`config.mk`:
```
export PLATFORM = sky130hd
export DESIGN_NAME = pipe_hazard_ctrl
export DESIGN_NICKNAME = d
export VERILOG_FILES = /design/src/rtl/pipe_hazard_ctrl.sv
export SDC_FILE = /design/constraint.sdc
export NUM_CORES = 1
export LEC_CHECK = 0
export ABC_CLOCK_PERIOD_IN_PS = 1400
export BUFFER_PORTS_ARGS = -buffer_cell sky130_fd_sc_hd__buf_2
export CAP_MARGIN = 20
export CORE_UTILIZATION = 36
export CTS_CLUSTER_SIZE = 14
export DETAILED_ROUTE_END_ITERATION = 10
export GPL_ROUTABILITY_DRIVEN = 0
export HOLD_SLACK_MARGIN = 0.12
export PLACE_DENSITY = 0.86
export SLEW_MARGIN = 20
export SYNTH_ARGS = -nofsm -noshare
export SYNTH_HDL_FRONTEND = slang
export SYNTH_SLANG_ARGS = --single-unit
```
`constraint.sdc`:
```
create_clock -name clk -period 1.4 [get_ports clk]
set_input_delay 0.21 -clock clk [delete_from_list [all_inputs] [get_ports clk]]
set_output_delay 0.21 -clock clk [all_outputs]
set_load 0.005 [all_outputs]
```
`src/rtl/pipe_hazard_ctrl.sv`:
```
// rtl/pipe_hazard_ctrl.sv - stall/flush sequencer for the 5-stage pipeline (optional perf counters: PIPE_HAZARD_PERF_EN)
module pipe_hazard_ctrl #(
    parameter int REG_AW     = 5,
    parameter int MD_TIMEOUT = 64,
    parameter int CNT_W      = 32
) (
    input  logic              clk,
    input  logic              rst,
    input  logic [REG_AW-1:0] id_rs1,
    input  logic [REG_AW-1:0] id_rs2,
    input  logic              id_use_rs1,
    input  logic              id_use_rs2,
    input  logic [REG_AW-1:0] ex_rd,
    input  logic              ex_mem_read,
    input  logic              ex_br_taken,
    input  logic              ex_md_start,
    input  logic              md_done,
    input  logic              dmem_stall,
    output logic              pc_en,
    output logic              if_id_en,
    output logic              if_id_flush,
    output logic              id_ex_en,
    output logic              id_ex_flush,
    output logic              ex_mem_en,
    output logic              ex_mem_flush,
    output logic              mem_wb_en,
    output logic              mem_wb_flush,
    output logic              md_busy,
    output logic              md_timeout,
    output logic [CNT_W-1:0]  stall_cnt,
    output logic [CNT_W-1:0]  flush_cnt
);

    // Wait counter only needs to reach MD_TIMEOUT-1.
    localparam int               MD_CW   = (MD_TIMEOUT > 2) ? $clog2(MD_TIMEOUT) : 1;
    localparam logic [MD_CW-1:0] MD_LAST = MD_CW'(MD_TIMEOUT - 1);

    typedef enum logic {
        RUN     = 1'b0,
        MD_WAIT = 1'b1
    } state_t;

    state_t           state;
    state_t           state_next;
    logic [MD_CW-1:0] md_cnt;
    logic [MD_CW-1:0] md_cnt_next;
    logic             load_use;
    logic             br_event;

    // Load-use match: the load still in EX produces a register ID wants now.
    always_comb begin
        load_use = 1'b0;
        if (ex_mem_read && (ex_rd != '0)) begin
            load_use = (id_use_rs1 && (id_rs1 == ex_rd)) ||
                       (id_use_rs2 && (id_rs2 == ex_rd));
        end
    end

    // State register and md wait counter.
    always_ff @(posedge clk) begin
        if (rst) begin
            state  <= RUN;
            md_cnt <= '0;
        end else begin
            state  <= state_next;
            md_cnt <= md_cnt_next;
        end
    end

    // Next-state and stage controls, resolved in priority order.
    always_comb begin
        state_next   = state;
        md_cnt_next  = md_cnt;
        pc_en        = 1'b1;
        if_id_en     = 1'b1;
        if_id_flush  = 1'b0;
        id_ex_en     = 1'b1;
        id_ex_flush  = 1'b0;
        ex_mem_en    = 1'b1;
        ex_mem_flush = 1'b0;
        mem_wb_en    = 1'b1;
        mem_wb_flush = 1'b0;
        md_timeout   = 1'b0;
        br_event     = 1'b0;

        if (dmem_stall) begin
            // Freeze everything, including the md wait bookkeeping.
            pc_en     = 1'b0;
            if_id_en  = 1'b0;
            id_ex_en  = 1'b0;
            ex_mem_en = 1'b0;
            mem_wb_en = 1'b0;
        end else if ((state == MD_WAIT) && !md_done) begin
            // Hold the front of the pipe while mul/div runs; drain WB with bubbles.
            pc_en        = 1'b0;
            if_id_en     = 1'b0;
            id_ex_en     = 1'b0;
            ex_mem_en    = 1'b0;
            mem_wb_flush = 1'b1;
            if (md_cnt == MD_LAST) begin
                md_timeout  = 1'b1;
                state_next  = RUN;
                md_cnt_next = '0;
            end else begin
                md_cnt_next = md_cnt + 1'b1;
            end
        end else begin
            if (state == MD_WAIT) begin
                // md_done: release this cycle, back to RUN.
                state_next  = RUN;
                md_cnt_next = '0;
            end else if (ex_md_start) begin
                state_next  = MD_WAIT;
                md_cnt_next = '0;
            end

            if (ex_br_taken) begin
                // The ID instruction is being killed, so it cannot cause a stall.
                if_id_flush = 1'b1;
                id_ex_flush = 1'b1;
                br_event    = 1'b1;
            end else if (load_use) begin
                pc_en       = 1'b0;
                if_id_en    = 1'b0;
                id_ex_flush = 1'b1;
            end
        end
    end

    assign md_busy = (state == MD_WAIT);

`ifdef PIPE_HAZARD_PERF_EN
    logic [CNT_W-1:0] stall_q;
    logic [CNT_W-1:0] flush_q;

    // Performance counters: cycles without PC advance and effective redirects.
    always_ff @(posedge clk) begin
        if (rst) begin
            stall_q <= '0;
            flush_q <= '0;
        end else begin
            if (!pc_en) begin
                stall_q <= stall_q + 1'b1;
            end
            if (br_event) begin
                flush_q <= flush_q + 1'b1;
            end
        end
    end

    assign stall_cnt = stall_q;
    assign flush_cnt = flush_q;
`else
    logic unused_perf;
    assign unused_perf = br_event;
    assign stall_cnt   = '0;
    assign flush_cnt   = '0;
`endif

endmodule

```
Word-level counts from Yosys, hierarchy flattened

Index checks and enable logic that the tools add are counted.
Widths: inputs -> output; s select.

Register bits: 7
Bits of input ports: 24
Output and inout port bits: 75
Logic and storage cells: 46

Add/sub/neg operators: 1
Eq/ne operators: 4
Mux-type cells: 28
Bitwise operators: 1
Reduce and logical (&&, ||, !) cells: 10

Operator list:

| operator            | count |
|---|---|
| $mux 1              | 24 |
| $mux 6              | 4 |
| $eq 5x5->1          | 2 |
| $add 6x1->6 const B | 1 |
| $eq 6x6->1 const B  | 1 |
| $reduce_bool 5->1   | 1 |
| $logic_and 1x1->1   | 4 |
| $reduce_and 2->1    | 2 |
| $reduce_bool 3->1   | 1 |
| $ne 2x1->1 const B  | 1 |
| $logic_not 1->1     | 1 |
| $logic_or 1x1->1    | 1 |
| $not 1->1           | 1 |

Longest topological paths before layout

Depth in word-level cells: 8
Depth in mapped cells: 5
Mapped depth without buffers: 5

Worst setup path after synthesis

No wires, ideal clock.

Path kind: input -> output
Start point: input ex_rd[3]
End point: output pc_en
Arrival time: 1.189 ns
Data required time: 1.190 ns
Setup slack: 0.001 ns
Cell stages on the path: 5
Buffers on the path: 1
Path through: xor2_1 -> nor4_2 -> a32oi_1 -> o31a_1 -> buf_4

Cells in the longest elaborated chain, start to end: 8
Elaborated cells between the ends (all ways): 12
Classes of those cells: eq/ne: 2; mux: 5; reduce/logical: 5

Ends and longest elaborated chain:

| element                              | RTL line | source |
|---|---|---|
| start, declared                      | 13       | `input logic [REG_AW-1:0] ex_rd,` |
| $eq 5x5->1 (on tied branches)        | 54, 55   |  |
| $logic_and 1x1->1 (on tied branches) | 54, 55   |  |
| $logic_or 1x1->1                     | 54       | `load_use = (id_use_rs1 && (id_rs1 == ex_rd)) \|\|` |
| $mux 1 (*)                           | 53       | `if (ex_mem_read && (ex_rd != '0)) begin` |
| $mux 1 (*) (4 in a row)              | --       |  |
| end, declared                        | 19       | `output logic pc_en,` |

Every way passes the cells marked *; elsewhere a longest branch is shown, timed or not.

Worst setup path in the final report

Start point: input id_rs1[3]
End point: output pc_en

Cells in the longest elaborated chain, start to end: 8

Ends and longest elaborated chain:

| element           | RTL line | source |
|---|---|---|
| start, declared   | 9        | `input logic [REG_AW-1:0] id_rs1,` |
| $eq 5x5->1        | 54       |  |
| $logic_and 1x1->1 | 54       |  |
| $logic_or 1x1->1  | 54       |  |
| $mux 1            | 53       |  |
| $mux 1            | 122      | `end else if (load_use) begin` |
| $mux 1            | 117      | `if (ex_br_taken) begin` |
| $mux 1            | 93       | `end else if ((state == MD_WAIT) && !md_done) begin` |
| $mux 1            | 86       | `if (dmem_stall) begin` |

Every way passes these cells.

==> impl_metrics.json <==
{
  "synth-edff-count": 0,
  "grt_max_degree": 8,
  "wl_um": 1830,
  "drt_iter0_drc": 3,
  "finalNetCount": 200,
  "dieArea_mm2": 0.00301,
  "crit_fanout": 2,
  "first_pass_iters": 4,
  "status": "complete, but fails checks",
  "num_rows": 18,
  "syn_area_mm2": 0.00101,
  "cts-buffers-inserted": 3,
  "clock_path_buffers": 2,
  "final_area_mm2": 0.00111,
  "setup_viol": 4,
  "ys_types": 28,
  "irDropWorstVdd_uv": 228,
  "path_delay_family": "compound AO/OA/AOI/OAI gates",
  "fmax_mhz": 624,
  "yosys_warnings": 0,
  "hold_end": "md_busy",
  "ys_ff_latch": 7,
  "path_buf_inv": 2,
  "track_usage_pct": 11.0,
  "vias": 784,
  "yosysSeqAreaShare_pct": 13.9,
  "clock_latency_ns": 0.25,
  "viasPerCell": 3.84,
  "synth-main-ff-cell": "dfxtp_1",
  "fillCellCount": 275,
  "worstPathCellList": "buf_6 > xor2_2 > nor4_2 > a32oi_2 > o31a_1 > buf_2",
  "p_leak_uw": 0.000615,
  "antennaDiodeCount": 0,
  "crit-reg2reg-capture": "md_cnt[0]",
  "grt_first_pass_wirelength_um": 2280,
  "wl_met3_um": 188,
  "wl_per_cell_um": 8.97,
  "min_from": "rst",
  "drc": 0,
  "drive_gt1_share_pct": 31.6,
  "die_h_um": 54.9,
  "start_util_pct": 39.2,
  "hold_viol": 0,
  "path_class": "in -> out",
  "rsz0062_at_grt": "true",
  "period_minus_slack_ns": 1.60,
  "fp.dieW_um": 54.9,
  "p_per_area_mw_per_mm2": 528,
  "antenna_found_initial": 0,
  "end_kind": "output port",
  "synth.avg_cell_area_um2": 7.69,
  "syn_inst": 131,
  "post-dp-hpwl_um": 1390,
  "worstHoldPathType": "in -> reg",
  "grt_pass1_vias": 576,
  "drtAntennaViolNets": 0,
  "path_clk_slew_ns": 0.05,
  "total_power_uw": 584,
  "drv_slew": 0,
  "maxCapViolations": 0,
  "root_buffer": "clkbuf_4",
  "syn_to_final_growth_pct": 9.81,
  "violations": "setup timing",
  "met1_length_um": 552,
  "r2r-start": "md_cnt[0]",
  "fin_ws_ns": -0.202,
  "cp_slowest_cell": "nor4_2",
  "highest_layer": "met4",
  "io_pins": 99,
  "period_share_pct": 114,
  "cts_hold_buf": 0,
  "worst-path-stages": 6,
  "hold_depth": 2,
  "port_buffers": 33,
  "finalSetupTns_ns": -0.580,
  "start_kind": "input pin",
  "cp_data_arrival_time_ns": 1.39,
  "slowest_delay_ns": 0.31,
  "finClkSkew_ns": 0.000755,
  "r2r_slack_ns": 0.14,
  "rr_worst_depth": 6,
  "synthArstFlopShare_pct": 0,
  "cts.sinks": 7,
  "core_region_area_mm2": 0.00257,
  "h-tree-depth": 1,
  "wl_met2_um": 1080,
  "grt-ovfl-total": 0,
  "tritoncts": "yes",
  "dpl-instance-area_um2": 977,
  "crit_required_ns": 1.19
}
==> power breakdown <==
group	internal [uW]	leakage (uW)	switching (uW)
registers	205	0.0000580	4.67
logic	81.5	0.000542	110
clock network	109	0.0000150	74.3
==> metrics by stage <==
stage               utilization, %  setup slack [ns]  hold slack, ns  instances
floorplan                        -           0.00109           0.279        195
detailed placement            38.1            -0.228           0.445        195
CTS                           41.8            -0.225           0.167        203
global route                  43.1            -0.301           0.184        204
finish                        43.1            -0.202           0.178        204
global placement              38.1            -0.194           0.438        195
==> sequential cells by signal, indices dropped and copies added, names as in the netlist <==
| signal | cells |
|---|---|
| md_cnt | 6 |
| md_busy | 1 |
==> final cells by class <==
type | instances | area [um^2] | area share, %
Timing Repair Buffer | 42 | 258 | 23.3
Clock buffer | 4 | 26.3 | 2.38
Inverter | 3 | 11.3 | 1.02
Tap cell | 30 | 37.5 | 3.39
Sequential cell | 7 | 144 | 13.0
Multi-Input combinational cell | 118 | 629 | 56.9
==> routing by layer <==
metal | track usage [%] | up-vias
met5 | 0 | -
met4 | 6.67 | 0
met3 | 3.83 | 2
met2 | 22.3 | 56
met1 | 8.67 | 345
li1 | - | 381
==> synthesized netlist by cell type, types with 2 or more instances <==
cell type	number	area share (%)
inv_1	3	1.1
a21oi_1	3	1.5
o21bai_1	2	1.5
nand2_1	4	1.5
buf_4	67	50
o21ai_0	3	1.5
a31oi_1	2	1.2
dfxtp_1	7	14
xnor2_1	4	3.5
nand3b_1	2	1.5
xor2_1	9	7.8
nor2_1	9	3.4
==> worst max path at each step <==
| stage | from | end | slack (ns) |
|---|---|---|---|
| final | id_rs1[3] | pc_en | -0.20 |
| after detailed placement | ex_rd[3] | pc_en | -0.23 |
| after CTS | id_rs1[1] | pc_en | -0.23 |
| after floorplan | ex_rd[3] | pc_en | 0.001 |
| after global routing | id_rs1[3] | pc_en | -0.30 |
| after global placement | ex_rd[3] | pc_en | -0.19 |
==> placed cells by master, fill, tap and decap left out, types with 2 or more instances in the layout <==
master	count
nand2_1	4
conb_1	65
a21oi_1	3
nor2_1	9
buf_2	29
xor2_1	8
inv_1	2
xnor2_1	4
clkbuf_4	3
dfxtp_2	3
a31oi_1	2
dfxtp_1	4
buf_6	4
buf_4	9
nand3b_1	2
o21ai_0	3
==> logic make-up (layout without fill, tap and decap cells) <==
logic type               count (synthesis)  count (layout)  share of synthesized area (%)
flip-flops                               7               7                           13.9
other                                    1              65                          0.372
adder cells (fa/ha/maj)                  1               1                           1.24
AO/OA/AOI/OAI                           15              15                           9.44
XOR/XNOR                                13              13                           11.3
AND/OR/NAND/NOR                         24              24                           12.7
buffers and inverters                   70              49                           51.1
==> repair_timing <==
item / 4_1_cts / 5_1_grt
gates resized for setup: 8 / 7
endpoints found under the setup margin: 5 / 8
pin swaps: 7 / 5
setup buffers: 4 / 1
Power figures use the tool's default switching activity.
